==> config.mk <==
export PLATFORM = sky130hd
export DESIGN_NAME = dcache_responder
export DESIGN_NICKNAME = d
export VERILOG_FILES = /design/src/rtl/dcache_pkg.sv /design/src/rtl/dcache_array.sv /design/src/rtl/dcache_responder.sv
export SDC_FILE = /design/constraint.sdc
export NUM_CORES = 2
export LEC_CHECK = 0
export CORE_MARGIN = 3
export CORE_UTILIZATION = 50
export DETAILED_ROUTE_END_ITERATION = 10
export GPL_ROUTABILITY_DRIVEN = 0
export PLACE_DENSITY = 0.77
export SETUP_SLACK_MARGIN = 0.02
export SLEW_MARGIN = 20
export SYNTH_ARGS = -nofsm -noshare
export SYNTH_HDL_FRONTEND = slang
export SYNTH_SLANG_ARGS = --single-unit
==> constraint.sdc <==
create_clock -name clk -period 12.5 [get_ports clk]
set_input_delay 1.875 -clock clk [delete_from_list [all_inputs] [get_ports clk]]
set_output_delay 1.875 -clock clk [all_outputs]
set_load 0.02 [all_outputs]
==> src/rtl/dcache_pkg.sv <==
// Shared types and geometry for the direct-mapped, write-through data cache responder.
package dcache_pkg;

  localparam int DEF_LINES          = 16;
  localparam int DEF_WORDS_PER_LINE = 4;

  // Address split: tag = [31:8], index = [7:4], word offset = [3:2].
  localparam int TAG_W = 24;
  localparam int IDX_W = 4;
  localparam int OFF_W = 2;

  typedef enum logic [1:0] {
    IDLE       = 2'd0,
    WRITE      = 2'd1,
    REFILL_REQ = 2'd2,
    REFILL     = 2'd3
  } state_e;

  function automatic logic [31:0] byte_merge(input logic [31:0] old_w,
                                             input logic [31:0] new_w,
                                             input logic [3:0]  mask);
    logic [31:0] res;
    res = old_w;
    for (int b = 0; b < 4; b++) begin
      if (mask[b]) res[8*b +: 8] = new_w[8*b +: 8];
    end
    return res;
  endfunction

endpackage

==> src/rtl/dcache_array.sv <==
// Tag, valid and data storage for the cache: one combinational lookup port, a
// byte-masked word write port and a line-word refill port sharing the line index.
module dcache_array
  import dcache_pkg::*;
#(
  parameter int LINES          = DEF_LINES,
  parameter int WORDS_PER_LINE = DEF_WORDS_PER_LINE
) (
  input  logic             clk,
  input  logic             rst_n,
  input  logic [IDX_W-1:0] idx_i,
  input  logic [OFF_W-1:0] off_i,
  output logic [TAG_W-1:0] rd_tag_o,
  output logic             rd_valid_o,
  output logic [31:0]      rd_data_o,
  input  logic             wr_en_i,
  input  logic [3:0]       wr_mask_i,
  input  logic [31:0]      wr_data_i,
  input  logic             fill_en_i,
  input  logic [OFF_W-1:0] fill_off_i,
  input  logic [31:0]      fill_data_i,
  input  logic             inval_en_i,
  input  logic             set_en_i,
  input  logic [TAG_W-1:0] set_tag_i
);

  logic [LINES-1:0] valid_q;
  logic [TAG_W-1:0] tag_q  [LINES];
  logic [31:0]      data_q [LINES][WORDS_PER_LINE];

  assign rd_tag_o   = tag_q[idx_i];
  assign rd_valid_o = valid_q[idx_i];
  assign rd_data_o  = data_q[idx_i][off_i];

  // NOTE: sequential state is updated with non-blocking assignments so every
  // register samples pre-edge values regardless of process ordering.
  always_ff @(posedge clk or negedge rst_n) begin
    if (!rst_n) begin
      valid_q <= '0;
    end else if (set_en_i) begin
      valid_q[idx_i] <= 1'b1;
    end else if (inval_en_i) begin
      valid_q[idx_i] <= 1'b0;
    end
  end

  // NOTE: tag and data arrays carry no reset; a line is only trusted once its
  // valid bit is set, so resetting the RAM contents would buy nothing.
  always_ff @(posedge clk) begin
    if (set_en_i) tag_q[idx_i] <= set_tag_i;
    if (fill_en_i) begin
      data_q[idx_i][fill_off_i] <= fill_data_i;
    end else if (wr_en_i) begin
      data_q[idx_i][off_i] <= byte_merge(data_q[idx_i][off_i], wr_data_i, wr_mask_i);
    end
  end

endmodule

==> src/rtl/dcache_responder.sv <==
// Direct-mapped write-through, no-write-allocate data cache with a single
// outstanding backing-memory request (line refill or word write).
module dcache_responder
  import dcache_pkg::*;
#(
  parameter int LINES          = DEF_LINES,
  parameter int WORDS_PER_LINE = DEF_WORDS_PER_LINE
) (
  input  logic        clk,
  input  logic        reset,
  input  logic [31:0] dcache_addr,
  input  logic        dcache_re,
  input  logic [3:0]  dcache_we,
  input  logic [31:0] dcache_din,
  output logic [31:0] dcache_dout,
  output logic        stall,
  output logic        mem_req_valid,
  input  logic        mem_req_ready,
  output logic        mem_req_rw,
  output logic [31:0] mem_req_addr,
  output logic [31:0] mem_req_data,
  output logic [3:0]  mem_req_mask,
  input  logic        mem_resp_valid,
  input  logic [31:0] mem_resp_data
);

  state_e           state_q, state_d;
  logic [31:2]      addr_q, addr_d;
  logic [31:0]      din_q, din_d;
  logic [3:0]       mask_q, mask_d;
  logic [OFF_W-1:0] cnt_q, cnt_d;
  logic [31:0]      dout_q, dout_d;
  logic             stall_q;

  logic [31:2]      lk_addr;
  logic [TAG_W-1:0] rd_tag;
  logic             rd_valid;
  logic [31:0]      rd_data;
  logic             hit;
  logic             wr_en, fill_en, inval_en, set_en;

  // Byte-offset bits never influence the cache; they are dropped here on purpose.
  logic [1:0] unused_addr_bits;
  assign unused_addr_bits = dcache_addr[1:0];

  // In IDLE the core's live address is looked up; otherwise the captured one.
  assign lk_addr = (state_q == IDLE) ? dcache_addr[31:2] : addr_q;
  assign hit     = rd_valid && (rd_tag == lk_addr[31:8]);

  dcache_array #(
    .LINES         (LINES),
    .WORDS_PER_LINE(WORDS_PER_LINE)
  ) u_array (
    .clk        (clk),
    .rst_n      (reset),
    .idx_i      (lk_addr[7:4]),
    .off_i      (lk_addr[3:2]),
    .rd_tag_o   (rd_tag),
    .rd_valid_o (rd_valid),
    .rd_data_o  (rd_data),
    .wr_en_i    (wr_en),
    .wr_mask_i  (dcache_we),
    .wr_data_i  (dcache_din),
    .fill_en_i  (fill_en),
    .fill_off_i (cnt_q),
    .fill_data_i(mem_resp_data),
    .inval_en_i (inval_en),
    .set_en_i   (set_en),
    .set_tag_i  (addr_q[31:8])
  );

  // NOTE: every signal driven here gets a default first, so no path through the
  // case statement can leave one unassigned and infer a latch.
  always_comb begin
    state_d       = state_q;
    addr_d        = addr_q;
    din_d         = din_q;
    mask_d        = mask_q;
    cnt_d         = cnt_q;
    dout_d        = dout_q;
    wr_en         = 1'b0;
    fill_en       = 1'b0;
    inval_en      = 1'b0;
    set_en        = 1'b0;
    mem_req_valid = 1'b0;
    mem_req_rw    = 1'b0;
    mem_req_addr  = '0;
    mem_req_data  = '0;
    mem_req_mask  = '0;

    unique case (state_q)
      IDLE: begin
        if (dcache_we != 4'b0000) begin
          addr_d  = dcache_addr[31:2];
          din_d   = dcache_din;
          mask_d  = dcache_we;
          wr_en   = hit;
          state_d = WRITE;
        end else if (dcache_re) begin
          addr_d = dcache_addr[31:2];
          if (hit) begin
            dout_d = rd_data;
          end else begin
            inval_en = 1'b1;
            state_d  = REFILL_REQ;
          end
        end
      end

      WRITE: begin
        mem_req_valid = 1'b1;
        mem_req_rw    = 1'b1;
        mem_req_addr  = {addr_q[31:2], 2'b00};
        mem_req_data  = din_q;
        mem_req_mask  = mask_q;
        if (mem_req_ready) state_d = IDLE;
      end

      REFILL_REQ: begin
        mem_req_valid = 1'b1;
        mem_req_addr  = {addr_q[31:4], 4'b0000};
        if (mem_req_ready) begin
          cnt_d   = '0;
          state_d = REFILL;
        end
      end

      REFILL: begin
        if (mem_resp_valid) begin
          fill_en = 1'b1;
          cnt_d   = cnt_q + 1'b1;
          if (cnt_q == OFF_W'(WORDS_PER_LINE - 1)) begin
            set_en  = 1'b1;
            // The requested word is either arriving now or already in the array.
            dout_d  = (addr_q[3:2] == cnt_q) ? mem_resp_data : rd_data;
            state_d = IDLE;
          end
        end
      end

      default: state_d = IDLE;
    endcase
  end

  always_ff @(posedge clk or negedge reset) begin
    if (!reset) begin
      state_q <= IDLE;
      addr_q  <= '0;
      din_q   <= '0;
      mask_q  <= '0;
      cnt_q   <= '0;
      dout_q  <= '0;
      stall_q <= 1'b0;
    end else begin
      state_q <= state_d;
      addr_q  <= addr_d;
      din_q   <= din_d;
      mask_q  <= mask_d;
      cnt_q   <= cnt_d;
      dout_q  <= dout_d;
      stall_q <= (state_d != IDLE);
    end
  end

  assign stall       = stall_q;
  assign dcache_dout = dout_q;

endmodule
== Word level (Yosys, flattened, before mapping) ==
Memory sizes are Yosys's and may differ from the RTL's.
Cells that the tools add are included.

* Reductions and logical operators: 16
* Magnitude comparators: 6
* Mux-type cells: 197
* $add $sub $neg: 1
* Bitwise gates (word level): 133
* Equality and inequality tests: 12

{| class="wikitable"
|+ Operators with widths
! operator !! count
|-
| 2-to-1 mux 32 bit || 11
|-
| 2-to-1 mux 128 bit || 2
|-
| 2-to-1 mux 1 bit || 148
|-
| demux 32 bit (select 2 bit) || 2
|-
| bitwise OR 1 bit || 128
|-
| one-hot mux 32 bit (2 select lines) || 2
|-
| 2-to-1 mux 8 bit || 12
|-
| 2-to-1 mux 30 bit || 3
|-
| binary-select mux 32 bit (select 2 bit) || 1
|-
| 2-to-1 mux 16 bit || 2
|-
| equality test 24 bit || 1
|-
| 2-to-1 mux 2 bit || 9
|-
| bitwise AND 16 bit || 1
|-
| inverter 16 bit || 1
|-
| bitwise OR 16 bit || 1
|-
| inequality test 2 bit (second input constant) || 6
|-
| nonzero test 2 bit || 5
|-
| one-hot mux 2 bit (4 select lines) || 1
|-
| equality test 2 bit (second input constant) || 3
|-
| >= comparator 3 bit (second input constant) || 2
|-
| < comparator 3 x 1 -> 1 bit (second input constant) || 2
|-
| inverter 2 -> 3 bit || 2
|-
| AND reduction 6 bit || 1
|-
| < comparator 4 x 5 -> 1 bit (second input constant) || 1
|-
| other kinds (14) || 18
|}

* Memories: 2
* Input port bits: 105
* Register bits: 119
* Output and inout bits: 103
* RAM bits: 2432

{| class="wikitable"
|+ Memory list
! memory !! depth !! width !! rd ports !! clocked after memory_dff !! wr ports !! RTL line !! text
|-
| u_array.data_q || 16 || 128 || 1 || 0 || 1 || dcache_array.sv:29 || <nowiki>logic [31:0] data_q [LINES][WORDS_PER_LINE];</nowiki>
|-
| u_array.tag_q || 16 || 24 || 1 || 0 || 1 || dcache_array.sv:28 || <nowiki>logic [TAG_W-1:0] tag_q [LINES];</nowiki>
|}

== Logic depth before layout (Yosys ltp) ==
* Depth after elaboration: 11
* Depth in mapped cells: 18

== Cells and area by module ==
Synthesis repeated with hierarchy kept, for this count alone.

* Cells, all modules: 5374
* Area, all modules: 101345.9 µm²

{| class="wikitable"
|+ Modules (own cells, without submodules)
! module !! instances !! cells each !! sequential area each (µm²) !! area each (µm²)
|-
| dcache_array || 1 || 4926 || 73430.4 || 95826.9
|-
| dcache_responder || 1 || 448 || 2577.5 || 5519.0
|}

== Worst setup path before layout ==
OpenSTA, ideal clock, no wires.

* Kind: input to register
* Start point: input dcache_addr[4]
* End point: memory u_array.data_q[0][100] (netlist bit), enable pin
* Path slack: 5.982 ns
* Arrival: 6.086 ns
* Cell stages on the path: 14
* Library setup time: 0.432 ns
* Data required time: 12.068 ns
* Path through: mux2_2 buf_6 buf_8 buf_8 mux4_2 a22oi_1 nand2_1 xor2_1 nand4_1 nor4_4 nand4_1 buf_4 buf_2 a21oi_1

* Word-level cells in the longest chain between the ends: 10
* Elaborated cells between the ends (all ways): 12
* Those cells by class: eq/ne: 1; mux: 8; bitwise: 1; reduce/logical: 1; memory: 1

{| class="wikitable"
|+ RTL lines
! element !! RTL line !! text
|-
| start: declaration || dcache_responder.sv:11 || <nowiki>input logic [31:0] dcache_addr,</nowiki>
|-
| 2-to-1 mux 30 bit * || dcache_responder.sv:47 || <nowiki>assign lk_addr = (state_q == IDLE) ? dcache_addr[31:2] : addr_q;</nowiki>
|-
| memory read (16 x 24 bit) / binary-select mux 1 bit (select 4 bit) (equally long branches) || - ||
|-
| equality test 24 bit / 2-to-1 mux 1 bit (equally long branches) || dcache_responder.sv:48, dcache_array.sv:32 ||
|-
| logical AND 1 bit || dcache_responder.sv:48 || <nowiki>assign hit = rd_valid && (rd_tag == lk_addr[31:8]);</nowiki>
|-
| 2-to-1 mux 1 bit || dcache_responder.sv:93 || <nowiki>if (dcache_we != 4'b0000) begin</nowiki>
|-
| 2-to-1 mux 1 bit || dcache_responder.sv:91 || <nowiki>unique case (state_q)</nowiki>
|-
| 2-to-1 mux 1 bit || dcache_array.sv:53 || <nowiki>end else if (wr_en_i) begin</nowiki>
|-
| 2-to-1 mux 1 bit || dcache_array.sv:51 || <nowiki>if (fill_en_i) begin</nowiki>
|-
| 2-to-1 mux 128 bit (not written as such) || dcache_array.sv:54 || <nowiki>data_q[idx_i][off_i] <= byte_merge(data_q[idx_i][off_i], wr_data_i, wr_mask_i);</nowiki>
|-
| bitwise OR 1 bit (no source line) || - ||
|-
| end: declaration || dcache_array.sv:29 ||
|}

Every way passes the cells marked *; elsewhere a longest branch is shown, timed or not. The select of a mux whose other input is x is not followed.

== Final worst setup path ==
* Start point: input dcache_addr[4]
* End point: memory u_array.data_q[8][2] (netlist bit), data pin

* Word-level cells in the longest chain between the ends: 10
* Elaborated cells between the ends (all ways): 19
* Those cells by class: eq/ne: 1; mux: 15; reduce/logical: 1; memory: 2

{| class="wikitable"
|+ RTL lines
! element !! RTL line
|-
| 2-to-1 mux 30 bit * || dcache_responder.sv:47
|-
| memory read (16 x 24 bit) / binary-select mux 1 bit (select 4 bit) (equally long branches) || -
|-
| equality test 24 bit / 2-to-1 mux 1 bit (equally long branches) || dcache_responder.sv:48, dcache_array.sv:32
|-
| logical AND 1 bit || dcache_responder.sv:48
|-
| 2-to-1 mux 1 bit || dcache_responder.sv:93
|-
| 2-to-1 mux 1 bit || dcache_responder.sv:91
|-
| 2-to-1 mux 1 bit || dcache_array.sv:53
|-
| 2-to-1 mux 1 bit || dcache_array.sv:51
|-
| 2-to-1 mux 128 bit (not written as such) || dcache_array.sv:54
|-
| 2-to-1 mux 1 bit (no source line) * || -
|}

Marked as above.

==> run metrics <==
status=complete, no violations; Synth Area per Inst=around 20 sq um; ys flop type=edfxtp_1; Slowest cell on crit path=mux2i_2; fillcell total=14000; largest net degree at the start of global routing=~130; FF+latch area=0.0760 sq mm; hpwl dp=approximately 150 mm; Worst Skew=roughly 0.11 ns; DR vias/cell=between 6 and 7; crit path max fanout=87; Cell Rows=164; peak supply drop=about 0.21 mV; startpoint types=input port; fraction of registers with async set/reset=under 10%; first-pass GRT wire length=~400 mm; setup tns final=0 ns; Pwr per Cell Area=about 220 mW/mm^2; worst r2r src=state_q[0]$_DFF_PN0_; commonest non-fill, non-tap cell in the layout=edfxtp_1; postcts setup bufs=0; Final period util=between 60% and 70%; H-Tree Depth=4; CP startpoint=dcache_addr[4]; final setup fails=0; WL/cell=roughly 34 microns; port bufs=approximately 200; crit path cell chain=clkdlybuf4s50_1, mux2_8, buf_4, mux4_2, nand2_1, nand4_1, xnor2_1, nor4_1, and3_1, nand4_1, buf_4, buf_4, mux2i_2; post-CTS sizing=0; Initial DRC Count=8744; Slew Limit Headroom=17.6%; CTS hold repair buffers=0; worst slew pin tran=1.23 ns; Pleak=37.7 nW; TritonCTS clock tree=built; nets@finish=5593; clk sinks=between 2000 and 3000; Syn. warnings=0; Crit Path Class=input port to register; post-route ant nets=0; Worst EP required=~13 ns; most frequent cells in the layout=edfxtp_1, mux4_2, nand2_1; CTS Buf Count=237; placed instance count=7890; Hold WS=about 0.5 ns; post-synthesis sequential area ratio=between 70% and 80%; clock root buffer=clkbuf_16; multi-input logic area=0.0253 sq mm; Max Transition Viols Final=0; Clk Latency, worst-skew pair=roughly 0.93 ns; die width=456 microns; slowest stage delay, CP=between 0.9 and 1 ns; RSZ-0062 raised after global routing=false; Buf/Inv on CP=4; vias in the first global route=54800; WP data arrival=between 8 and 9 ns; 1st-pass router iterations=7; core area=0.201 sq mm; hold_sp=mask_q[0]$_DFFE_PN0P_; Synth cell types=61; f_max=approximately 120 MHz; cell count after synthesis=about 5200; layout cells sized above 1=25.4%; post-route minimum period=8.06 ns; chip height=~460 microns; Die ar.=around 0.21 sq mm; drt total wl=approximately 280 mm; num ports=208; layout overhead on the synthesized area=14.6%; Initial Utilization=around 50%; CTS max path bufs=3; Crit path max-delay family=multiplexers; Mapped Area=just over 0.1 sq mm; Final Hold Fails=0; initial antenna violation count=17; worst min path class=register to register; DRC viols=0; CP most frequent cell=buf_4; worst slack, placed=roughly 3.7 ns; FF+latch count, synth=2551; via count=55600; Max-Cap Viols=0; gr usage total=26.8%; GRT Residual Overflow=0; Clk pin slew, worst setup/hold paths=around 0.060 ns; post-layout worst setup margin=~4.4 ns; post-route insts no fill=around 8400; total power=0.0259 W; element type at the critical path end=register; number of synthesized flops with an enable pin=2432
==> registers in the layout (all words and copies together) (netlist names), named ones only <==
| name | cells |
|---|---|
| u_array.data_q | 2048 |
| u_array.tag_q | 384 |
| dcache_dout | 32 |
| din_q | 32 |
| addr_q | 30 |
| mask_q | 4 |
| cnt_q | 2 |
| state_q | 2 |
| stall | 1 |
==> per-stage QoR <==
stage,instance area [sq um],util [%]
3_3_place_gp,108000,53.8
4_1_cts,116000,57.7
6_report,116000,57.9
2_1_floorplan,101000,-
3_5_place_dp,108000,53.8
5_1_grt,116000,57.9
==> power breakdown <==
| group | leakage [nW] | internal [W] | switching [W] | total, W |
|---|---|---|---|---|
| combinational | 10.5 | 0.00342 | 0.00526 | 0.00869 |
| sequential | 23.4 | 0.00967 | 0.000264 | 0.00993 |
| clock | 3.83 | 0.00406 | 0.00322 | 0.00728 |
==> worst paths after layout <==
check                                                 end  slack (ns)  depth (start not counted)
hold / removal                      mask_q[0]$_DFFE_PN0P_        0.50                          1
min in group asynchronous          addr_q[11]$_DFFE_PN0P_        1.04                          1
setup / recovery           u_array.data_q[8][2]$_DFFE_PP_        4.44                         13
hold reg to reg                     mask_q[0]$_DFFE_PN0P_        0.50                          1
max in group asynchronous     dcache_dout[11]$_DFFE_PN0P_        9.97                          2
setup reg to reg           u_array.data_q[8][2]$_DFFE_PP_        4.92                         14
==> cell type report <==
cell class,instances,share of cell area (%)
timing repair buffer,386,3.14
clock buffer,293,5.40
sequential,2551,65.4
clock inverter,156,1.35
antenna,13,0.0280
inverter,37,0.119
tap,2656,2.86
multi-input combinational,2266,21.7
==> synth_stat cells (37+ instances only) <==
cell type | instances | area share [%]
inv_1 | 37 | 0.14
mux4_2 | 598 | 13
nand3_1 | 117 | 0.58
buf_2 | 101 | 0.50
and3_1 | 64 | 0.39
mux2_2 | 124 | 1.4
edfxtp_1 | 2432 | 72
mux2i_1 | 200 | 2.0
a311oi_1 | 78 | 0.67
dfrtp_1 | 119 | 2.9
clkbuf_1 | 137 | 0.51
nor2_1 | 121 | 0.45
and2_1 | 73 | 0.45
buf_1 | 43 | 0.16
a21oi_1 | 123 | 0.61
nand2_1 | 551 | 2.0
==> cells by family after synthesis <==
kind of cell / synth area share, %
AO/OA/AOI/OAI: 2.04
XOR/XNOR: 0.224
adder cells (fa/ha/maj): 0.111
buffers and inverters: 1.56
flip-flops: 74.9
multiplexers: 16.8
other: 0.00370
AND/OR/NAND/NOR: 4.33
==> layer usage <==
layer / track usage, % / part of all wire [%] / vias up
met2: 41.8 / 47 / 4447
met5: 0 / 0.017 / -
met1: 35.1 / 34 / 28800
met4: 14.8 / 6.2 / 8
li1: - / - / 21600
met3: 6.38 / 13 / 754
Power figures use the tool's default switching activity.
